## config.mk

```make
export PLATFORM = sky130hd
export DESIGN_NAME = hazard_ctrl
export DESIGN_NICKNAME = d
export VERILOG_FILES = /design/src/rtl/hazard_ctrl.sv
export SDC_FILE = /design/constraint.sdc
export NUM_CORES = 1
export LEC_CHECK = 0
export CELL_PAD_IN_SITES_DETAIL_PLACEMENT = 1
export CELL_PAD_IN_SITES_GLOBAL_PLACEMENT = 1
export CORE_UTILIZATION = 23
export CTS_CLUSTER_SIZE = 14
export DETAILED_ROUTE_END_ITERATION = 6
export HOLD_SLACK_MARGIN = 0.05
export PLACE_DENSITY = 0.93
export SYNTH_ARGS = -nofsm -noshare
export SYNTH_HDL_FRONTEND = slang
export SYNTH_SLANG_ARGS = --single-unit
export TNS_END_PERCENT = 30
```

## constraint.sdc

```tcl
create_clock -name clk -period 2.1 [get_ports clk]
set_clock_uncertainty 0.05 [all_clocks]
set_input_delay 0.21 -clock clk [delete_from_list [all_inputs] [get_ports clk]]
set_output_delay 0.21 -clock clk [all_outputs]
set_load 0.01 [all_outputs]
```

## src/rtl/hazard_ctrl.sv

```systemverilog
// hazard_ctrl: pipeline hazard and memory-wait controller for a 5-stage core.
// Detects load-use and load-then-branch dependencies, stalls the pipeline
// while the MA-stage data memory is not ready (with a timeout that abandons
// the access), and steers branch redirects resolved in ID.
// Optional feature: define HAZARD_CTRL_PERF_EN to build saturating stall and
// flush performance counters; otherwise the counter ports read as zero.
module hazard_ctrl #(
  parameter int unsigned MEM_TO_CYC = 255,
  parameter int unsigned CNT_W      = 32
) (
  input  logic             clk,
  input  logic             rst_n,
  input  logic [4:0]       id_rs1_i,
  input  logic [4:0]       id_rs2_i,
  input  logic             id_is_branch_i,
  input  logic             br_taken_i,
  input  logic [4:0]       ex_rd_i,
  input  logic [4:0]       ma_rd_i,
  input  logic             ex_reg_we_i,
  input  logic             ma_reg_we_i,
  input  logic             ex_is_load_i,
  input  logic             ma_is_load_i,
  input  logic             ma_mem_req_i,
  input  logic             ma_mem_ready_i,
  output logic             pc_we_o,
  output logic             ifid_we_o,
  output logic             ifid_flush_o,
  output logic             idex_we_o,
  output logic             idex_flush_o,
  output logic             exma_we_o,
  output logic             mawb_flush_o,
  output logic             redirect_o,
  output logic             mem_err_o,
  output logic [CNT_W-1:0] stall_cnt_o,
  output logic [CNT_W-1:0] flush_cnt_o
);

  typedef enum logic [0:0] {RUN, MEM_WAIT} state_t;

  // Last counter value before the wait is abandoned: the counter holds the
  // number of wait cycles already spent, so this cycle is wait number cnt+1.
  localparam logic [9:0] TO_LAST = 10'(MEM_TO_CYC - 1);

  state_t     state_q;
  logic [9:0] wait_cnt_q;

  logic load_use, br_ld, load_hazard;
  logic enter_wait, timeout, hold_wait, mem_stall;

  // A destination only matters when it is a real register (x0 is never written).
  function automatic logic rd_match(input logic [4:0] rd, input logic [4:0] rs);
    return (rd != 5'd0) && (rd == rs);
  endfunction

  // Hazard and memory-wait classification of the current cycle.
  always_comb begin
    load_use    = ex_is_load_i & ex_reg_we_i &
                  (rd_match(ex_rd_i, id_rs1_i) | rd_match(ex_rd_i, id_rs2_i));
    br_ld       = id_is_branch_i & ma_is_load_i & ma_reg_we_i &
                  (rd_match(ma_rd_i, id_rs1_i) | rd_match(ma_rd_i, id_rs2_i));
    load_hazard = load_use | br_ld;
    enter_wait  = (state_q == RUN) & ma_mem_req_i & ~ma_mem_ready_i;
    timeout     = (state_q == MEM_WAIT) & ~ma_mem_ready_i & (wait_cnt_q == TO_LAST);
    hold_wait   = (state_q == MEM_WAIT) & ~ma_mem_ready_i & ~timeout;
    mem_stall   = enter_wait | hold_wait;
  end

  // Pipeline control outputs; reset forces a flushed, frozen pipeline.
  always_comb begin
    pc_we_o      = 1'b1;
    ifid_we_o    = 1'b1;
    ifid_flush_o = 1'b0;
    idex_we_o    = 1'b1;
    idex_flush_o = 1'b0;
    exma_we_o    = 1'b1;
    mawb_flush_o = 1'b0;
    redirect_o   = 1'b0;
    mem_err_o    = 1'b0;
    if (!rst_n) begin
      pc_we_o      = 1'b0;
      ifid_we_o    = 1'b0;
      idex_we_o    = 1'b0;
      exma_we_o    = 1'b0;
      ifid_flush_o = 1'b1;
      idex_flush_o = 1'b1;
      mawb_flush_o = 1'b1;
    end else if (mem_stall) begin
      pc_we_o      = 1'b0;
      ifid_we_o    = 1'b0;
      idex_we_o    = 1'b0;
      exma_we_o    = 1'b0;
      mawb_flush_o = 1'b1;
    end else begin
      if (load_hazard) begin
        // Bubble into EX; any branch in ID is re-evaluated once operands arrive.
        pc_we_o      = 1'b0;
        ifid_we_o    = 1'b0;
        idex_flush_o = 1'b1;
      end else if (br_taken_i) begin
        redirect_o   = 1'b1;
        ifid_flush_o = 1'b1;
      end
      if (timeout) begin
        // Abandon the stuck access: move on and drop its write-back.
        exma_we_o    = 1'b1;
        mawb_flush_o = 1'b1;
        mem_err_o    = 1'b1;
      end
    end
  end

  // Memory-wait FSM with its wait-cycle counter.
  always_ff @(posedge clk) begin
    if (!rst_n) begin
      state_q    <= RUN;
      wait_cnt_q <= 10'd0;
    end else begin
      case (state_q)
        RUN: begin
          if (enter_wait) begin
            state_q    <= MEM_WAIT;
            wait_cnt_q <= 10'd1;
          end
        end
        MEM_WAIT: begin
          if (ma_mem_ready_i || timeout) begin
            state_q    <= RUN;
            wait_cnt_q <= 10'd0;
          end else begin
            wait_cnt_q <= wait_cnt_q + 10'd1;
          end
        end
        default: begin
          state_q    <= RUN;
          wait_cnt_q <= 10'd0;
        end
      endcase
    end
  end

`ifdef HAZARD_CTRL_PERF_EN
  logic [CNT_W-1:0] stall_cnt_q;
  logic [CNT_W-1:0] flush_cnt_q;

  // Saturating counters: stalled-PC cycles and redirect cycles.
  always_ff @(posedge clk) begin
    if (!rst_n) begin
      stall_cnt_q <= '0;
      flush_cnt_q <= '0;
    end else begin
      if (!pc_we_o && (stall_cnt_q != '1)) stall_cnt_q <= stall_cnt_q + CNT_W'(1);
      if (redirect_o && (flush_cnt_q != '1)) flush_cnt_q <= flush_cnt_q + CNT_W'(1);
    end
  end

  assign stall_cnt_o = stall_cnt_q;
  assign flush_cnt_o = flush_cnt_q;
`else
  assign stall_cnt_o = '0;
  assign flush_cnt_o = '0;
`endif

endmodule

```

==> metrics.cfg, run 1 <==
[outcome]
status = complete, no violations

[floorplan]
ios = 103
rows = 27
design.die.area_um2 = 6231
die-height_um = 78.94
die_w_um = 78.94
core-area_um2 = 5608
start_util = 0.2427

[worst_setup_path]
start_kind = input pin
cpPeakStageDelay_ns = 0.37
rr_startpoint = wait_cnt_q[7]
cp.required_ns = 1.84
critPathTopFamily = simple AND/OR/NAND/NOR gates
r2r_end = wait_cnt_q[0]
ff2ff_path_depth = 6
reg2reg_slack_ns = 0.52
path_class = in2out
cp.buffers_inverters = 3
end_kind = output port
path_cells = dlygate4sd2_1, or3_1, o311a_1, a22oi_2, buf_4, and3_4, buf_6
cp_data_arrival_time_ns = 1.80
cpMaxStageDelayCell = or3_1
crit_fanout = 3

[global_routing]
grtUsageTotal = 0.1083
grt_max_degree = 10
grt_pass1_vias = 1162
grtUsageMet2 = 0.2365
use_met3 = 0.01149
antenna_found_initial = 0
grt_use_met1 = 0.09524
grt_pass1_wl_mm = 5.292
gr-max-usage-layer = met2
grt-ovfl-total = 0

[logic_synthesis]
synth_area_leaders = buf_4 (36%), dfxtp_1 (16%), xnor2_1 (13%)
syn_area_um2 = 1361
synth_edf_count = 0
yosysTopAreaCellShare = 0.3640
synth_fa_ha_area_frac = 0.01838
synth.area.mux_share = 0
synthCells = 172
ys_seq_elements = 11
yosys.area.top_type = buf_4
synth_most_common_cell = buf_4
synthSimpleGateAreaFrac = 0.1893
yosys_warnings = 0
seq_area_frac_synth = 0.1618
avgSynthCellArea_um2 = 7.915
synth_top_family_by_area = buffers and inverters
synth.distinct_cells = 36
synth_compound_area_frac = 0.08364
synth_ff_type = dfxtp_1
synthXorXnorAreaFrac = 0.1737
async_reset_ff_frac = 0
netlist_top_cells_count = buf_4 (66), xnor2_1 (20), dfxtp_1 (11)

[cts]
cts_tree = done
cts_max_level = 1
cts_hold_buf = 0
root_buffer = clkbuf_8
cts_max_path_buffers = 2
cts_buffers = 3
numClockSinks = 11
clkLatencyLatePin_ns = 0.23
clkTransAtPathRegs_ns = 0.05

[worst_hold_path]
min_path_type = reg2reg
hp-start = wait_cnt_q[7]
hold_end = wait_cnt_q[7]
hold-path-cell-count = 2

[placed_design]
post-dp-hpwl_mm = 2.918
place_congestion = 0.8046
io_buffer_count = 38
dp.cells = 297

[timing]
finalCriticalPeriod_ns = 2.056
finalHoldViolCount = 0
rsz0062_at_grt = true
setup_viol = 0
slew_viol_final = 0
fmax_mhz = 486.5
hold_ws_ns = 0.4898
fin_crit_sh = 0.9789

[routing]
drtAntennaViolNets = 0
vias = 1170
drcViolationCount = 0
firstDrtPassIters = 4
wl_mm = 3.433
via_per_inst = 3.824
drt_iter0_markers = 21
wire_per_inst_um = 11.22

[final_layout]
finalNonFillerCells = 306
nNetsFinal = 267
syn2layout_area_growth_pct = 34.19
diodes = 0
post-route-util = 0.3257
drive_gt1_frac = 0.2009

[power_and_ir_drop]
total_power_uw = 699.8
p_per_area_nw_per_um2 = 383.1
ir_drop_uv = 189.1
p_leak_nw = 0.8298

[job]
drv_cap = 0

[through the flow]
stage                     TNS (ns)  area, um^2  worst slack [ns]
after floorplan                  0        1598            0.2283
after global placement      -2.159        1710           -0.4241
after detailed placement    -2.541        1710           -0.4807
after CTS                  -0.1596        1788          -0.08076
after global routing      -0.01215        1827         -0.008049
final                            0        1827           0.04439
[per-layer routing]
metal | vias up | share of wire
li1 | 559 | -
met1 | 546 | 0.33
met2 | 59 | 0.59
met3 | 6 | 0.057
met4 | 0 | 0.023
met5 | - | 0
[how the worst max path moves through the flow]
stage / startpoint / end / slack [ns] / cells after the start
2_1_floorplan: wait_cnt_q[0] / pc_we_o / 0.23 / 8
3_3_place_gp: ex_rd_i[0] / ifid_we_o / -0.42 / 6
3_5_place_dp: ex_rd_i[0] / ifid_we_o / -0.48 / 6
4_1_cts: wait_cnt_q[0] / ifid_we_o / -0.08 / 9
5_1_grt: ex_rd_i[1] / redirect_o / -0.008 / 7
6_report: ex_rd_i[1] / redirect_o / 0.04 / 7
[layout make-up]
type                            count  area (um^2)
Fill cell                         713         3781
Tap cell                           72        90.09
Multi-Input combinational cell    156        910.9
Inverter                            1        3.754
Sequential cell                    11        222.7
Timing Repair Buffer               62        554.3
Clock buffer                        4        45.04
[worst register-to-register path: stages (launching register included)]
cell and delay, ns:
dfxtp_1 0.32, and4_1 0.21, nor3b_2 0.16, buf_4 0.14, or3b_1 0.34, a21oi_1 0.16
o21a_1 0.15
[kinds of logic (layout without fill, tap and decap cells)]
group | Yosys count | count (layout)
other | 1 | 64
xor gates and xnor gates | 27 | 27
adders and majority gates | 2 | 2
AOI/OAI and AO/OA | 16 | 16
and+or+nand+nor | 47 | 47
buffers and inverters | 68 | 67
DFF | 11 | 11
[sequential cells by signal, indices dropped and copies added, names as in the netlist]
name and flops:
wait_cnt_q 10, state_q 1
[timing repair]
action                                 in CTS  in global routing
gates cloned                                0                  0
endpoints found under the hold margin       0                  0
setup buffers                               4                  1
pin swaps                                   5                  7
gates resized for setup                    27                 19
setup endpoints to repair                   8                  7
[cells in the final DEF (no fill, tap or decap), drive strengths merged, types with 3 or more instances in the layout]
| master | count |
|---|---|
| a21oi | 4 |
| and2 | 3 |
| buf | 28 |
| clkbuf | 5 |
| clkdlybuf4s15 | 3 |
| clkdlybuf4s50 | 24 |
| conb | 64 |
| dfxtp | 11 |
| dlygate4sd2 | 4 |
| nand2 | 9 |
| nand3 | 7 |
| nand4 | 3 |
| nor2 | 10 |
| nor2b | 3 |
| o21ai | 3 |
| xnor2 | 20 |
| xor2 | 7 |
[power breakdown]
group / leakage (nW) / internal [mW] / total (mW) / switching, mW
sequential: 0.0898 / 0.214 / 0.218 / 0.00424
combinational: 0.717 / 0.130 / 0.272 / 0.142
clock: 0.0228 / 0.133 / 0.210 / 0.0770
No activity file was read; power rests on OpenSTA's default activity.
==> run 2, diff against run 1 <==
--- a/config.mk
+++ b/config.mk
@@ -11,7 +11,7 @@
 export CTS_CLUSTER_SIZE = 14
 export DETAILED_ROUTE_END_ITERATION = 6
 export HOLD_SLACK_MARGIN = 0.05
-export PLACE_DENSITY = 0.93
+export PLACE_DENSITY = 0.8
 export SYNTH_ARGS = -nofsm -noshare
 export SYNTH_HDL_FRONTEND = slang
 export SYNTH_SLANG_ARGS = --single-unit
==> run 2 against run 1 <==
Net effect: final cell count down 0.33%; flip-flop and latch count unchanged; wire length down 3.6%; largest power group unchanged; critical path depth unchanged.
==> metrics.cfg, run 2 (same netlist as run 1, synthesis figures left out) <==
[worst_hold_path]
min_path_type = reg2reg
hold_end = wait_cnt_q[7]
hold-path-cell-count = 2
hp-start = wait_cnt_q[7]

[global_routing]
grt-ovfl-total = 0
grtUsageTotal = 0.1087
grt_pass1_vias = 1148
antenna_found_initial = 0
grt_pass1_wl_mm = 5.326
grt_max_degree = 10

[worst_setup_path]
r2r_end = wait_cnt_q[0]
rr_startpoint = wait_cnt_q[0]
path_cells = dlygate4sd2_1, or3_4, o311a_1, a22oi_2, buf_4, and3_1, buf_2
cp.required_ns = 1.84
crit_fanout = 2
cp_data_arrival_time_ns = 1.83
reg2reg_slack_ns = 0.49
path_class = in2out
start_kind = input pin
critPathTopFamily = compound AO/OA/AOI/OAI gates
end_kind = output port
ff2ff_path_depth = 8
cpMaxStageDelayCell = or3_4
cp.buffers_inverters = 3
cpPeakStageDelay_ns = 0.39

[placed_design]
io_buffer_count = 38
place_congestion = 0.7553
dp_slack_ns = -0.5128
place_area_um2 = 1710
post-dp-hpwl_mm = 2.856

[routing]
wl_mm = 3.308
drtAntennaViolNets = 0
drt_iter0_markers = 28
drcViolationCount = 0
via_per_inst = 3.751
firstDrtPassIters = 4
vias = 1144
wire_per_inst_um = 10.85

[cts]
numClockSinks = 11
root_buffer = clkbuf_8
clkLatencyLatePin_ns = 0.24
cts_tree = done
cts_max_path_buffers = 2
cts_buffers = 3
cts_hold_buf = 0
cts_max_level = 1
clkTransAtPathRegs_ns = 0.05

[final_layout]
layout_common_cells = conb_1 (64), clkdlybuf4s50_1 (26), buf_4 (23), xnor2_1 (19)
drive_gt1_frac = 0.2017
n_fill_cell = 724
final_cell_area_um2 = 1777
post-route-util = 0.3168
syn2layout_area_growth_pct = 30.51
diodes = 0
final_common_cell = conb_1
regArea_um2 = 221.5
largest_register = wait_cnt_q
reg_top3 = wait_cnt_q x10, state_q x1
nNetsFinal = 266
multiInputGateArea_um2 = 895.9
largest_reg_flops = 10

[timing]
fin_crit_sh = 0.9962
fin_setup_tns_ns = 0
rsz0062_at_grt = true
finalHoldViolCount = 0
setup_slack_ns = 0.007924
setup_viol = 0
slew_viol_final = 0
finalCriticalPeriod_ns = 2.092
fmax_mhz = 478.0

[power_and_ir_drop]
ir_drop_uv = 170.1
p_leak_nw = 0.8096
p_per_area_nw_per_um2 = 394.4
total_power_uw = 700.8

[floorplan]
die-height_um = 78.94
die_w_um = 78.94
design.die.area_um2 = 6231
start_util = 0.2427
core-area_um2 = 5608
ios = 103
rows = 27

[job]
drv_cap = 0

[outcome]
status = complete, no violations

[run 2: metal layers]
metal | GRT usage | share of wire
met5 | 0 | 0
met4 | 0.04364 | 0.024
met1 | 0.1117 | 0.38
met2 | 0.2174 | 0.54
met3 | 0.01494 | 0.055
[run 2: final cells by class]
class                           count  share of cell area
Clock buffer                        4             0.02535
Inverter                            1            0.002113
Multi-Input combinational cell    156              0.5042
Sequential cell                    11              0.1246
Tap cell                           72             0.05070
Timing Repair Buffer               61              0.2930
[run 2: per-stage QoR]
stage               hold slack [ns]  instances
floorplan                    0.2775        235
global placement             0.4436        297
CTS                          0.4912        305
detailed placement           0.4787        297
global route                 0.5397        305
finish                       0.4879        305
[run 2: power by group]
part,total (mW),switching [mW],internal (mW)
registers,0.217,0.00381,0.213
logic,0.262,0.137,0.125
clock network,0.222,0.0880,0.134
total,0.701,0.229,0.472
[run 2: timing repair]
item	4_1_cts	5_1_grt
endpoints found under the hold margin	0	0
resized for setup	27	15
pin swaps	4	3
buffers inserted	4	0
setup endpoints to repair	8	8
[run 2: worst min-delay path: stages, from the launching register on]
cell	delay, ns
dfxtp_1	0.35
xor2_1	0.07
nor2_1	0.08
[run 2: how the worst max path moves through the flow]
stage	from	to	slack, ns	cells after the start
finish	ex_rd_i[0]	redirect_o	0.008	7
global route	wait_cnt_q[0]	redirect_o	-0.12	9
CTS	wait_cnt_q[0]	ifid_flush_o	-0.10	9
detailed placement	ex_rd_i[0]	pc_we_o	-0.51	6
global placement	ex_rd_i[0]	ifid_we_o	-0.42	6
floorplan	wait_cnt_q[0]	pc_we_o	0.23	8
